**src/rtl/memory_stage.sv**
```systemverilog
`default_nettype none
// ============================================================================
//  Module      : memory_stage
//  Description : OTTER pipeline Memory stage. Issues loads/stores to data
//                memory over a REQ/ACK handshake, formats load data and store
//                byte-enables, stalls upstream while busy, and holds the
//                Memory/Writeback register.
//  Revision    : 1.0 - initial release
// ============================================================================
module memory_stage (
  input  logic        MEMORY_CLOCK,
  input  logic        MEMORY_RESET,
  input  logic [31:0] EXEC_PC_4,
  input  logic [31:0] EXEC_PC_MEM,
  input  logic [31:0] EXEC_ALU_RESULT,
  input  logic [31:0] EXEC_RS2,
  input  logic [1:0]  EXEC_RF_WR_SEL,
  input  logic        EXEC_REGWRITE,
  input  logic        EXEC_MEMWRITE,
  input  logic        EXEC_MEMREAD2,
  input  logic [2:0]  EXEC_FUNCT3,
  output logic [31:0] DMEM_ADDR,
  output logic [31:0] DMEM_WDATA,
  output logic [3:0]  DMEM_BE,
  output logic        DMEM_REQ,
  output logic        DMEM_WE,
  input  logic [31:0] DMEM_RDATA,
  input  logic        DMEM_ACK,
  output logic        MEM_STALL,
  output logic [31:0] MEM_PC_4,
  output logic [31:0] MEM_PC_MEM,
  output logic [31:0] MEM_ALU_RESULT,
  output logic [31:0] MEM_LOAD_DATA,
  output logic [1:0]  MEM_RF_WR_SEL,
  output logic        MEM_REGWRITE,
  output logic        MEM_MISALIGN
);

  typedef enum logic [0:0] {IDLE = 1'b0, REQ = 1'b1} state_t;

  state_t      state_q, state_d;
  logic [31:0] dmem_addr_q, dmem_wdata_q;
  logic [3:0]  dmem_be_q;
  logic        dmem_req_q, dmem_we_q;
  logic [31:0] pc4_q, pc4_d, pcmem_q, pcmem_d, alu_q, alu_d, load_q, load_d;
  logic [1:0]  rfsel_q, rfsel_d;
  logic        regwr_q, regwr_d, mis_q, mis_d;

  logic        w_mem_op, w_is_byte, w_is_half, w_misalign, w_issue, w_done;
  logic [1:0]  w_lane;
  logic [3:0]  w_be;
  logic [31:0] w_wdata, w_load_fmt;
  logic [7:0]  w_byte;
  logic [15:0] w_half;

  assign w_mem_op  = EXEC_MEMREAD2 | EXEC_MEMWRITE;
  assign w_lane    = EXEC_ALU_RESULT[1:0];
  assign w_is_byte = (EXEC_FUNCT3[1:0] == 2'b00);
  assign w_is_half = (EXEC_FUNCT3[1:0] == 2'b01);

  // Access decode: misalignment, store lane placement and load extraction.
  // Any funct3 size code other than byte/half is handled as a word access.
  always_comb begin
    w_misalign = 1'b0;
    w_be       = 4'b1111;
    w_wdata    = EXEC_RS2;
    if (w_is_byte) begin
      w_be    = 4'b0001 << w_lane;
      w_wdata = {4{EXEC_RS2[7:0]}};
    end else if (w_is_half) begin
      w_misalign = w_lane[0];
      w_be       = 4'b0011 << w_lane;
      w_wdata    = {2{EXEC_RS2[15:0]}};
    end else begin
      w_misalign = |w_lane;
    end
    case (w_lane)
      2'd0:    w_byte = DMEM_RDATA[7:0];
      2'd1:    w_byte = DMEM_RDATA[15:8];
      2'd2:    w_byte = DMEM_RDATA[23:16];
      default: w_byte = DMEM_RDATA[31:24];
    endcase
    w_half = w_lane[1] ? DMEM_RDATA[31:16] : DMEM_RDATA[15:0];
    case (EXEC_FUNCT3)
      3'b000:  w_load_fmt = {{24{w_byte[7]}}, w_byte};
      3'b100:  w_load_fmt = {24'd0, w_byte};
      3'b001:  w_load_fmt = {{16{w_half[15]}}, w_half};
      3'b101:  w_load_fmt = {16'd0, w_half};
      default: w_load_fmt = DMEM_RDATA;
    endcase
  end

  // Handshake FSM next state, stall, and Memory/Writeback register next value.
  always_comb begin
    state_d   = state_q;
    MEM_STALL = 1'b0;
    w_issue   = 1'b0;
    w_done    = 1'b0;
    pc4_d     = EXEC_PC_4;
    pcmem_d   = EXEC_PC_MEM;
    alu_d     = EXEC_ALU_RESULT;
    rfsel_d   = EXEC_RF_WR_SEL;
    regwr_d   = EXEC_REGWRITE;
    load_d    = 32'd0;
    mis_d     = 1'b0;
    case (state_q)
      IDLE: begin
        if (w_mem_op && w_misalign) begin
          regwr_d = 1'b0;
          mis_d   = 1'b1;
        end else if (w_mem_op) begin
          MEM_STALL = 1'b1;
          w_issue   = 1'b1;
          state_d   = REQ;
        end
      end
      REQ: begin
        if (DMEM_ACK) begin
          w_done  = 1'b1;
          state_d = IDLE;
          load_d  = EXEC_MEMREAD2 ? w_load_fmt : 32'd0;
        end else begin
          MEM_STALL = 1'b1;
        end
      end
      default: state_d = IDLE;
    endcase
    // A bubble goes downstream whenever the stage is stalled.
    if (MEM_STALL) begin
      pc4_d   = 32'd0;
      pcmem_d = 32'd0;
      alu_d   = 32'd0;
      rfsel_d = 2'd0;
      regwr_d = 1'b0;
    end
  end

  // State, request registers and Memory/Writeback register.
  always_ff @(posedge MEMORY_CLOCK) begin
    if (MEMORY_RESET) begin
      state_q      <= IDLE;
      dmem_addr_q  <= 32'd0;
      dmem_wdata_q <= 32'd0;
      dmem_be_q    <= 4'd0;
      dmem_req_q   <= 1'b0;
      dmem_we_q    <= 1'b0;
      pc4_q        <= 32'd0;
      pcmem_q      <= 32'd0;
      alu_q        <= 32'd0;
      load_q       <= 32'd0;
      rfsel_q      <= 2'd0;
      regwr_q      <= 1'b0;
      mis_q        <= 1'b0;
    end else begin
      state_q <= state_d;
      pc4_q   <= pc4_d;
      pcmem_q <= pcmem_d;
      alu_q   <= alu_d;
      load_q  <= load_d;
      rfsel_q <= rfsel_d;
      regwr_q <= regwr_d;
      mis_q   <= mis_d;
      if (w_issue) begin
        dmem_addr_q  <= {EXEC_ALU_RESULT[31:2], 2'b00};
        dmem_wdata_q <= w_wdata;
        dmem_be_q    <= w_be;
        dmem_we_q    <= EXEC_MEMWRITE;
        dmem_req_q   <= 1'b1;
      end else if (w_done) begin
        dmem_req_q   <= 1'b0;
      end
    end
  end

  assign DMEM_ADDR      = dmem_addr_q;
  assign DMEM_WDATA     = dmem_wdata_q;
  assign DMEM_BE        = dmem_be_q;
  assign DMEM_REQ       = dmem_req_q;
  assign DMEM_WE        = dmem_we_q;
  assign MEM_PC_4       = pc4_q;
  assign MEM_PC_MEM     = pcmem_q;
  assign MEM_ALU_RESULT = alu_q;
  assign MEM_LOAD_DATA  = load_q;
  assign MEM_RF_WR_SEL  = rfsel_q;
  assign MEM_REGWRITE   = regwr_q;
  assign MEM_MISALIGN   = mis_q;

endmodule
`default_nettype wire
```
**config.mk**
```make
export PLATFORM = sky130hd
export DESIGN_NAME = memory_stage
export DESIGN_NICKNAME = d
export VERILOG_FILES = /design/src/rtl/memory_stage.sv
export SDC_FILE = /design/constraint.sdc
export NUM_CORES = 1
export LEC_CHECK = 0
export ABC_AREA = 1
export BUFFER_PORTS_ARGS = -buffer_cell sky130_fd_sc_hd__buf_2
export CAP_MARGIN = 0
export CORE_AREA = 2 2 146 148
export DETAILED_ROUTE_END_ITERATION = 7
export DIE_AREA = 0 0 148 150
export GPL_ROUTABILITY_DRIVEN = 0
export MAX_ROUTING_LAYER = met4
export PLACE_DENSITY = 0.69
export SLEW_MARGIN = 20
export SYNTH_ARGS = -nofsm -noshare
export SYNTH_HDL_FRONTEND = slang
export SYNTH_SLANG_ARGS = --single-unit
```
**constraint.sdc**
```tcl
create_clock -name MEMORY_CLOCK -period 1.9 [get_ports MEMORY_CLOCK]
set_input_delay 0.38 -clock MEMORY_CLOCK [delete_from_list [all_inputs] [get_ports MEMORY_CLOCK]]
set_output_delay 0.38 -clock MEMORY_CLOCK [all_outputs]
set_load 0.01 [all_outputs]
```
* Word level (Yosys, flattened, before mapping)
Index checks and enable logic that the tools add are counted.
** Operators by class
- Add/subtract/negate cells :: 0
- Equal/unequal tests :: 6
- $mul :: 0
- $lt $le $gt $ge :: 0
- Muxes and demuxes :: 21
- Shift-type cells :: 2
- Reductions and logical operators :: 9
- Bitwise gates (word level) :: 4
- Div/mod/pow operators :: 0
** Operator list (count)
- 32-bit case mux with 4 select lines :: 1
- 32-bit two-way mux :: 2
- 8-bit case mux with 3 select lines :: 1
- 16-bit two-way mux :: 1
- 1-bit two-way mux :: 13
- 4-bit two-way mux :: 2
- 3-bit == test, second input constant :: 2
- 2-bit OR reduction :: 3
- 2-bit by 1-bit == test with 1-bit output, second input constant :: 2
- 2-bit logical NOT :: 2
- 4-bit OR reduction :: 1
- 1-bit by 2-bit left shift with 4-bit output, first input constant :: 1
- 2-bit by 2-bit left shift with 4-bit output, first input constant :: 1
- 3-bit by 1-bit == test with 1-bit output, second input constant :: 1
- 3-bit logical NOT :: 1
- 1-bit NOT :: 3
- 2-bit == test, second input constant :: 1
- 1-bit case mux with 2 select lines :: 1
- 2-bit nonzero test :: 1
- 1-bit logical AND :: 1
- 1-bit OR :: 1
** Word-level totals
- Output and inout bits :: 203
- RAM bits :: 0
- Bits in latches :: 0
- ROM bits :: 0
- Flip-flop bits (word level) :: 201
- Word-level logic and storage cells :: 55
- Input port bits :: 171
- Memories kept :: 0

* Depth between registers and ports, before layout
Gate-level depths: netlist of run 1.
- Word-level depth :: 7
- Gate-level depth with buffers :: 12

* Worst setup path after synthesis of run 1
No wires, ideal clock.
- Kind :: input to output
- From :: in EXEC_ALU_RESULT[1]
- To :: out MEM_STALL
- Stages :: 8
- Required time :: 1.520 ns
- Arrival time :: 1.409 ns
- Slack :: 0.111 ns
- Path through :: inv_1 ha_1 inv_1 nand2_1 nand3_2 buf_4 buf_2 nand2_1
** Between the ends
- Longest elaborated chain between the ends :: 6
** RTL lines
- start, declared :: line 15 : input logic [31:0] EXEC_ALU_RESULT,
- 2-bit OR reduction :: line 75 : w_misalign = |w_lane;
- 1-bit two-way mux :: line 70 : end else if (w_is_half) begin
- 1-bit two-way mux :: line 67 : if (w_is_byte) begin
- 1-bit logical AND :: line 108 : if (w_mem_op && w_misalign) begin
- 1-bit two-way mux :: line 108
- 1-bit case mux with 2 select lines :: line 106 : case (state_q)
- end, declared :: line 29 : output logic MEM_STALL,
Every way passes these cells.

* Final worst setup path of run 1
- From :: reg state_q
- To :: out MEM_STALL
** Between the ends
- Longest elaborated chain between the ends :: 2
** RTL lines
- start, declared :: line 41 : state_t state_q, state_d;
- start signal, assigned :: line 155 : state_q <= state_d;
- 1-bit NOT
- 1-bit case mux with 2 select lines * :: line 106
Every way passes the cells marked *; elsewhere a longest branch is shown, timed or not.

==> impl_metrics.csv, run 1 <==
group,metric,value,unit
worst_setup_path,end_kind,"output pin",
grt,grt_first_pass_wirelength,33.5,mm
cells_and_area,layout_common_cells,"buf_2 (371), nor2_1 (243), dfxtp_1 (201)",
power_and_ir_drop,powerDensity,1030,nW/um2
clocking,cts_inserted_buffers,22,
grt,gr-total-overflow,0,
placed_design,pre_cts_ws,0.0641,ns
logic_synthesis,postSynthCellCount,970,
floorplan,die_h,150,um
timing,tns,0,ns
clocking,cts.clk_slew.worst_paths,0.06,ns
cells_and_area,final_area,10300,um2
clocking,cts_setup_buffers,0,
job,maxCapViolCount,0,
placed_design,place_inst,1599,
timing,rsz0062_at_grt,"false",
clocking,clk_latency,0.49,ns
floorplan,dieArea,22200,um2
worst_setup_path,critPathKind,"reg2out",
worst_setup_path,rrSetupSlack,0.55,ns
detailed_routing,ant_nets,0,
power_and_ir_drop,comb_power_share,14.3,%
power_and_ir_drop,p_int,7.90,mW
clocking,clk_path_buf_depth,3,
power_and_ir_drop,power,10.6,mW
hold_path,holdPathEnd,"MEM_PC_MEM[11]",
logic_synthesis,yosysTopAreaCellShare,56.0,%
grt,grt_usage,19.2,%
timing,min_period,1.79,ns
detailed_routing,vias,7124,
detailed_routing,wl_per_cell,13.6,um
worst_setup_path,cp.arrival,1.41,ns
worst_setup_path,crit_path_start_kind,"flop",
logic_synthesis,avgSynthCellArea,7.41,um2
floorplan,die_w,148,um
timing,finalSetupViolCount,0,
timing,fin_crit_sh,94.0,%
cells_and_area,final_common_cell,"buf_2",
timing,max_freq,560,MHz
power_and_ir_drop,power_frac_seq,43.7,%
floorplan,pin_count,374,
worst_setup_path,required,1.52,ns
cells_and_area,diodes,0,
detailed_routing,dr.pass1.iters,5,
worst_setup_path,ff2ff_path_depth,5,
worst_setup_path,crit_path_max_incr_delay,0.34,ns
timing,holdWs,0.0992,ns
timing,slew_violations,0,
cells_and_area,final_nets,1523,
power_and_ir_drop,p_leak,5.99,nW
hold_path,hold_path_class,"in2reg",
hold_path,hold_depth,3,
cells_and_area,final_util,49.6,%
timing,hold_viol,0,
detailed_routing,drc,0,
clocking,cts_tree,"done",
placed_design,hpwl,16.7,mm
cells_and_area,area.growth.synth_to_final,42.6,%
timing,finClkSkew,0.00959,ns
worst_setup_path,r2r-end,"DMEM_ADDR[29]",
power_and_ir_drop,p_sw_share,25.3,%
run_status,status,"finished clean",
power_and_ir_drop,ir_drop,0.552,mV
floorplan,rows,53,
logic_synthesis,ys_ff_latch,201,
grt,grt_pass1_vias,6560,
hold_path,min-delay-start,"EXEC_PC_MEM[11]",
logic_synthesis,syn-cell-area,7190,um2
detailed_routing,viasPerCell,4.35,
grt,antenna_found_initial,0,
clocking,htree_levels,1,
clocking,cts_num_sinks,201,
logic_synthesis,yosysTopAreaCell,"dfxtp_1",
detailed_routing,drt_iter0_markers,279,
placed_design,port_buffers,371,
cells_and_area,stdcell_count,1637,
logic_synthesis,ys_seq_area_share,56.0,%
power_and_ir_drop,switchingPower,2.67,mW
clocking,hold_buffers,0,
grt,grt_max_degree,57,
floorplan,core_area,20700,um2
timing,layout_setup_ws,0.114,ns
worst_setup_path,cpMaxStageDelayCell,"dfxtp_1",
floorplan,start_util,34.7,%
logic_synthesis,yosys-top-cells-area,"dfxtp_1 (56%), nor2_1 (13%), nand2_1 (9.5%)",
worst_setup_path,cp_cell_sequence,"nor2_4 -> nand3_4 -> nand2_1 -> buf_2",
worst_setup_path,crit_fanout,9,
detailed_routing,drt-total-wl,22.2,mm
cells_and_area,drive_above_1_share,32.8,%
logic_synthesis,synth.distinct_cells,18,
worst_setup_path,r2r-start,"state_q",
clocking,clockRootBuffer,"clkbuf_16",
placed_design,place_area,9470,um2
logic_synthesis,ys_warn_count,0,
power_and_ir_drop,pwr-share-clk,42.0,%
[how the worst max path moves through the flow]
stage | slack [ns] | to | start
2_1_floorplan | 0.11 | MEM_STALL | EXEC_ALU_RESULT[1]
3_3_place_gp | 0.1 | MEM_PC_MEM[18] | EXEC_ALU_RESULT[0]
3_5_place_dp | 0.06 | MEM_PC_4[18] | EXEC_ALU_RESULT[0]
4_1_cts | 0.05 | MEM_STALL | state_q
5_1_grt | 0.01 | MEM_STALL | state_q
6_report | 0.11 | MEM_STALL | state_q
[layout make-up]
type | instances | area [um2]
Timing Repair Buffer | 402 | 2160
Tap cell | 275 | 344
Sequential cell | 201 | 4020
Inverter | 149 | 559
Fill cell | 2090 | 10400
Clock buffer | 30 | 642
Multi-Input combinational cell | 572 | 2390
Clock inverter | 8 | 124
[routing by layer]
layer | wire length (um) | vias to the layer above | share of wire (%) | GRT usage, %
li1 | - | 3634 | - | -
met3 | 1690 | 59 | 7.6 | 3.84
met1 | 9080 | 3148 | 41 | 22.5
met2 | 10700 | 283 | 48 | 32.5
met5 | 0 | - | 0 | -
met4 | 714 | 0 | 3.2 | 7.52
[power groups by stage]
stage / Clock [mW] / Sequential (mW) / Combinational [mW]
finish: 4.44 / 4.62 / 1.52
floorplan: 0 / 4.86 / 0.625
global placement: 0 / 4.70 / 1.50
CTS: 4.54 / 4.62 / 1.53
global route: 4.71 / 4.65 / 1.70
detailed placement: 0 / 4.71 / 1.52
[synthesized netlist by cell type]
master	n
buf_2	24
inv_2	3
nor2_2	2
nand3_1	37
nor2_1	245
nand2_1	182
clkbuf_1	18
buf_4	5
o21ai_0	60
a21oi_1	37
buf_6	1
inv_1	146
nand3_2	2
conb_1	1
buf_1	1
ha_1	4
dfxtp_1	201
o22ai_1	1
[worst max-delay path: cells and delay by family (launching register included)]
family,cells,cell delay (ns)
buf+inv,1,0.14
simple gates,3,0.44
flops,1,0.34
[sequential cells by signal (all words and copies together) (netlist names)]
name	count
DMEM_ADDR	30
MEM_REGWRITE	1
MEM_LOAD_DATA	32
DMEM_REQ	1
state_q	1
MEM_ALU_RESULT	32
MEM_MISALIGN	1
MEM_PC_MEM	32
MEM_RF_WR_SEL	2
MEM_PC_4	32
DMEM_BE	4
DMEM_WE	1
DMEM_WDATA	32
[timing repair]
item                       CTS  global route
setup endpoints to repair    1             1
resized for setup            3             0
pin swaps                    0             1
[kinds of logic after synthesis]
logic type | after synthesis | share of synthesized area (%)
flip-flops | 201 | 56.0
AO/OA/AOI/OAI | 98 | 6.84
other | 1 | 0.0522
AND/OR/NAND/NOR | 468 | 25.3
adder cells (fa/ha/maj) | 4 | 0.696
buffers and inverters | 198 | 11.1
No activity file was read; power rests on OpenSTA's default activity.
==> run 2, diff against run 1 <==
CORE_AREA = 5 5 142 144   (was 2 2 146 148)
CTS_BUF_LIST = sky130_fd_sc_hd__clkbuf_2   (was default)
DIE_AREA = 0 0 147 149   (was 0 0 148 150)
PLACE_DENSITY = 0.75   (was 0.69)
==> run 2 against run 1 <==
Net effect: die area is 1.3% lower; power is 13% lower; sequential share of layout area is 4.6 points lower; sequential cell count stayed put; wire length is 26% higher; hold slack worse by 0.0083 ns; register-to-register slack worse by 0.45 ns; global-route usage is 5.6 points higher; clock power is 38% lower; utilization is 13 points higher; critical endpoint unchanged.
==> impl_metrics.csv, run 2 (synthesized netlist as in run 1, its figures left out) <==
group,metric,value,unit
run_status,status,"finished clean",
cells_and_area,final_common_cell,"buf_2",
worst_setup_path,cp_cell_sequence,"nor2_4 -> nand3_4 -> nand2_2 -> buf_6",
clocking,clockRootBuffer,"clkbuf_2",
power_and_ir_drop,ir_drop,0.447,mV
detailed_routing,wl_per_cell,15.5,um
placed_design,hpwl,17.7,mm
cells_and_area,drive_above_1_share,30.6,%
grt,gr-total-overflow,0,
worst_setup_path,end_kind,"output pin",
timing,layout_setup_ws,0.0393,ns
timing,tns,0,ns
detailed_routing,drc,0,
placed_design,port_buffers,371,
worst_setup_path,ff2ff_path_depth,6,
grt,grt_usage,24.8,%
worst_setup_path,rrSetupSlack,0.10,ns
floorplan,die_h,149,um
timing,fin_crit_sh,97.9,%
clocking,cts_inserted_buffers,51,
cells_and_area,final_nets,1725,
hold_path,min-delay-start,"EXEC_ALU_RESULT[1]",
floorplan,dieArea,21900,um2
grt,grt_max_degree,66,
floorplan,rows,50,
clocking,cts_tree,"done",
clocking,cts_num_sinks,201,
clocking,htree_levels,2,
detailed_routing,drt-total-wl,28.0,mm
timing,max_freq,537,MHz
floorplan,die_w,147,um
grt,antenna_found_initial,2,
floorplan,core_area,18600,um2
worst_setup_path,required,1.52,ns
timing,slew_violations,0,
clocking,cts.clk_slew.worst_paths,0.09,ns
grt,grt_pass1_vias,8508,
worst_setup_path,crit_fanout,3,
clocking,clk_latency,0.76,ns
floorplan,pin_count,374,
grt,grt_first_pass_wirelength,43.1,mm
timing,min_period,1.86,ns
detailed_routing,viasPerCell,4.62,
detailed_routing,dr.pass1.iters,5,
worst_setup_path,cpMaxStageDelayCell,"dfxtp_2",
detailed_routing,vias,8364,
clocking,clk_path_buf_depth,3,
worst_setup_path,r2r-start,"state_q",
cells_and_area,layout_common_cells,"buf_2 (370), nor2_1 (243), dfxtp_1 (200)",
job,maxCapViolCount,0,
power_and_ir_drop,p_leak,6.68,nW
hold_path,holdPathEnd,"MEM_ALU_RESULT[1]",
worst_setup_path,r2r-end,"MEM_LOAD_DATA[3]",
placed_design,pre_cts_ws,0.0790,ns
timing,finalSetupViolCount,0,
detailed_routing,drt_iter0_markers,530,
detailed_routing,ant_nets,0,
floorplan,start_util,38.7,%
hold_path,hold_depth,4,
timing,rsz0062_at_grt,"true",
cells_and_area,area.growth.synth_to_final,61.6,%
worst_setup_path,critPathKind,"reg2out",
worst_setup_path,crit_path_max_incr_delay,0.35,ns
worst_setup_path,cp.arrival,1.48,ns
timing,hold_viol,0,
worst_setup_path,crit_path_start_kind,"flop",
timing,finClkSkew,0.0394,ns
cells_and_area,final_util,62.5,%
power_and_ir_drop,powerDensity,794,nW/um2
hold_path,hold_path_class,"in2reg",
==> run 2: timing repair <==
action / in CTS / in global routing
resized for setup: 7 / 3
endpoints found under the hold margin: 198 / 0
hold buffers: 178 / 0
setup endpoints to repair: 1 / 10
buffers inserted: 2 / 0
pin swaps: 2 / 0
gates cloned: 0 / 0
==> run 2: area by class of cell <==
cell class                 instances  area, um2
fill                            1570       6970
sequential                       201       4030
timing repair buffer             575       3920
multi-input combinational        572       2400
inverter                         149        559
clock buffer                      64        320
tap                              234        293
clock inverter                    13       87.6
antenna                            2       5.00
==> run 2: critical path: cells and delay by family, from the launching register on <==
kind	cells	cell delay [ns]
simple gates	3	0.30
buf+inv	1	0.10
flops	1	0.35
==> run 2: per-stage QoR <==
stage / cells / hold slack [ns] / power, mW / area [um2]
2_1_floorplan: 971 / 0.449 / 5.48 / 7190
3_3_place_gp: 1551 / 0.449 / 6.18 / 9370
3_5_place_dp: 1551 / 0.457 / 6.21 / 9370
4_1_cts: 1808 / 0.00250 / 9.23 / 11600
5_1_grt: 1810 / 0.0231 / 9.73 / 11600
6_report: 1810 / 0.0909 / 9.22 / 11600
==> run 2: per-layer routing <==
layer	wire, um	track usage (%)
met3	2050	5.04
met2	14500	45.3
met4	1250	11.6
met5	0	-
met1	10200	25.7
==> run 2: how the worst max path moves through the flow <==
| stage | slack (ns) | cells past startpoint | end | start |
|---|---|---|---|---|
| after floorplan | 0.11 | 8 | MEM_STALL | EXEC_ALU_RESULT[1] |
| after global placement | 0.11 | 11 | DMEM_BE[1] | EXEC_ALU_RESULT[0] |
| after detailed placement | 0.08 | 11 | DMEM_BE[1] | EXEC_ALU_RESULT[0] |
| after CTS | -0.06 | 4 | MEM_STALL | state_q |
| after global routing | -0.09 | 4 | MEM_STALL | state_q |
| final | 0.04 | 4 | MEM_STALL | state_q |
==> run 2: power by group <==
part	switching, mW	total, mW	internal [mW]
combinational	0.998	1.85	0.854
clock	1.69	2.74	1.05
sequential	0.123	4.63	4.51
==> run 3, diff against run 2 <==
SETUP_SLACK_MARGIN = 0.2   (was default)
==> run 3 against run 2 <==
Net effect: global-route usage up 0.22 points; fmax down 0.39%; power up 2.3%; wire length up 3.7%; clock-buffer cell count up 6; critical path depth unchanged; sequential share of layout area up 0.18 points; hold slack worse by 0.0065 ns; largest power group unchanged.
==> impl_metrics.csv, run 3 (synthesized netlist as in run 1, its figures left out) <==
group,metric,value,unit
run_status,status,"finished clean",
timing,layout_setup_ws,0.0321,ns
worst_setup_path,crit_fanout,3,
detailed_routing,drt_iter0_markers,522,
worst_setup_path,cp.arrival,1.49,ns
grt,gr-total-overflow,0,
floorplan,pin_count,374,
placed_design,place_inst,1554,
grt,grt_usage,25.1,%
cells_and_area,layout.filler_cells,1525,
hold_path,min-delay-start,"EXEC_RS2[15]",
worst_setup_path,end_kind,"output pin",
detailed_routing,ant_nets,0,
worst_setup_path,r2r-start,"state_q",
detailed_routing,viasPerCell,4.63,
timing,slew_violations,0,
power_and_ir_drop,ir_drop,0.411,mV
cells_and_area,area.growth.synth_to_final,63.6,%
worst_setup_path,required,1.52,ns
floorplan,start_util,38.7,%
clocking,clk_path_buf_depth,3,
grt,grt_max_degree,57,
power_and_ir_drop,powerDensity,802,nW/um2
clocking,cts_inserted_buffers,49,
detailed_routing,dr.pass1.iters,5,
cells_and_area,drive_above_1_share,34.9,%
clocking,htree_levels,2,
grt,antenna_found_initial,2,
cells_and_area,final_common_cell,"buf_2",
hold_path,hold_path_class,"in2reg",
placed_design,port_buffers,371,
timing,hold_viol,0,
timing,holdWs,0.0845,ns
detailed_routing,drt-total-wl,29.0,mm
floorplan,die_w,147,um
clocking,cts_tree,"done",
floorplan,die_h,149,um
worst_setup_path,ff2ff_path_depth,6,
clocking,clk_latency,0.76,ns
floorplan,core_area,18600,um2
clocking,cts_num_sinks,201,
timing,finClkSkew,0.0405,ns
timing,rsz0062_at_grt,"true",
detailed_routing,vias,8393,
hold_path,hold_depth,5,
worst_setup_path,rrSetupSlack,0.53,ns
worst_setup_path,critPathKind,"reg2out",
placed_design,pre_cts_ws,0.0891,ns
worst_setup_path,r2r-end,"DMEM_ADDR[12]",
timing,min_period,1.87,ns
cells_and_area,final_nets,1718,
power_and_ir_drop,p_leak,6.70,nW
placed_design,hpwl,17.7,mm
hold_path,holdPathEnd,"DMEM_WDATA[31]",
cells_and_area,layout_common_cells,"buf_2 (347), nor2_1 (243), nand2_1 (181)",
floorplan,dieArea,21900,um2
grt,grt_pass1_vias,8451,
grt,grt_first_pass_wirelength,43.2,mm
worst_setup_path,crit_path_start_kind,"flop",
timing,finalSetupViolCount,0,
floorplan,rows,50,
timing,tns,0,ns
clocking,clockRootBuffer,"clkbuf_2",
timing,fin_crit_sh,98.3,%
detailed_routing,wl_per_cell,16.0,um
cells_and_area,stdcell_count,1811,
timing,max_freq,535,MHz
clocking,cts.clk_slew.worst_paths,0.10,ns
detailed_routing,drc,0,
job,maxCapViolCount,0,
## run 3: cell types whose count changed in the layout (fill, tap and decap cells not counted), moves of 2 or more
cell,change
clkbuf_2,+7
clkinv_2,-2
clkinv_1,+4
dlymetal6s4s_1,+2
buf_2,-23
dfxtp_1,-57
dfxtp_2,+57
buf_6,+19
dlygate4sd3_1,-14
buf_4,+12
## run 3: where the power goes
| part | switching (mW) | internal, mW | total, mW |
|---|---|---|---|
| registers | 0.133 | 4.53 | 4.66 |
| clock network | 1.75 | 1.12 | 2.86 |
| logic | 1.02 | 0.893 | 1.91 |
| total | 2.90 | 6.54 | 9.43 |
## run 3: metrics by stage
step	cell area, um2	util [%]	total power [mW]
after floorplan	7210	-	5.49
after global placement	9380	50.5	6.18
after detailed placement	9380	50.5	6.21
after CTS	11600	62.4	9.35
after global routing	11800	63.3	9.92
final	11800	63.3	9.43
## run 3: how the worst max path moves through the flow
stage | start | to | slack [ns]
floorplan | EXEC_ALU_RESULT[1] | MEM_STALL | 0.20
global placement | EXEC_ALU_RESULT[1] | MEM_LOAD_DATA[14] | 0.12
detailed placement | EXEC_ALU_RESULT[1] | MEM_LOAD_DATA[14] | 0.09
CTS | state_q | MEM_STALL | -0.05
global route | state_q | MEM_STALL | -0.08
finish | state_q | MEM_STALL | 0.03
## run 3: critical path: stages (launching register included)
cell	delay, ns
dfxtp_2	0.35
nor2_4	0.14
nand3_4	0.10
nand2_2	0.07
buf_6	0.11
## run 3: what timing repair did
action,CTS,global route
hold buffers,166,0
setup endpoints to repair,27,51
resized for setup,38,54
pin swaps,2,1
gates cloned,0,0
setup buffers,3,3
endpoints found under the hold margin,197,0
## run 3: final cells by class
class                   instances  area [um2]  share of cell area (%)
diodes                          2        5.00                  0.0426
clock buffers                  70         350                    2.98
clock inverters                13        81.3                   0.692
inverters                     149         563                    4.79
multi-input cells             572        2400                    20.4
flip-flops and latches        201        4100                    34.8
well taps                     234         293                    2.49
repair buffers                570        3970                    33.7
## run 3: layer usage
layer | routed length, um | track usage [%] | up-vias
met5 | 0 | - | -
met4 | 1610 | 13.9 | 0
met3 | 2340 | 6.08 | 119
met2 | 14800 | 44.4 | 483
met1 | 10300 | 25.6 | 3737
li1 | - | - | 4054
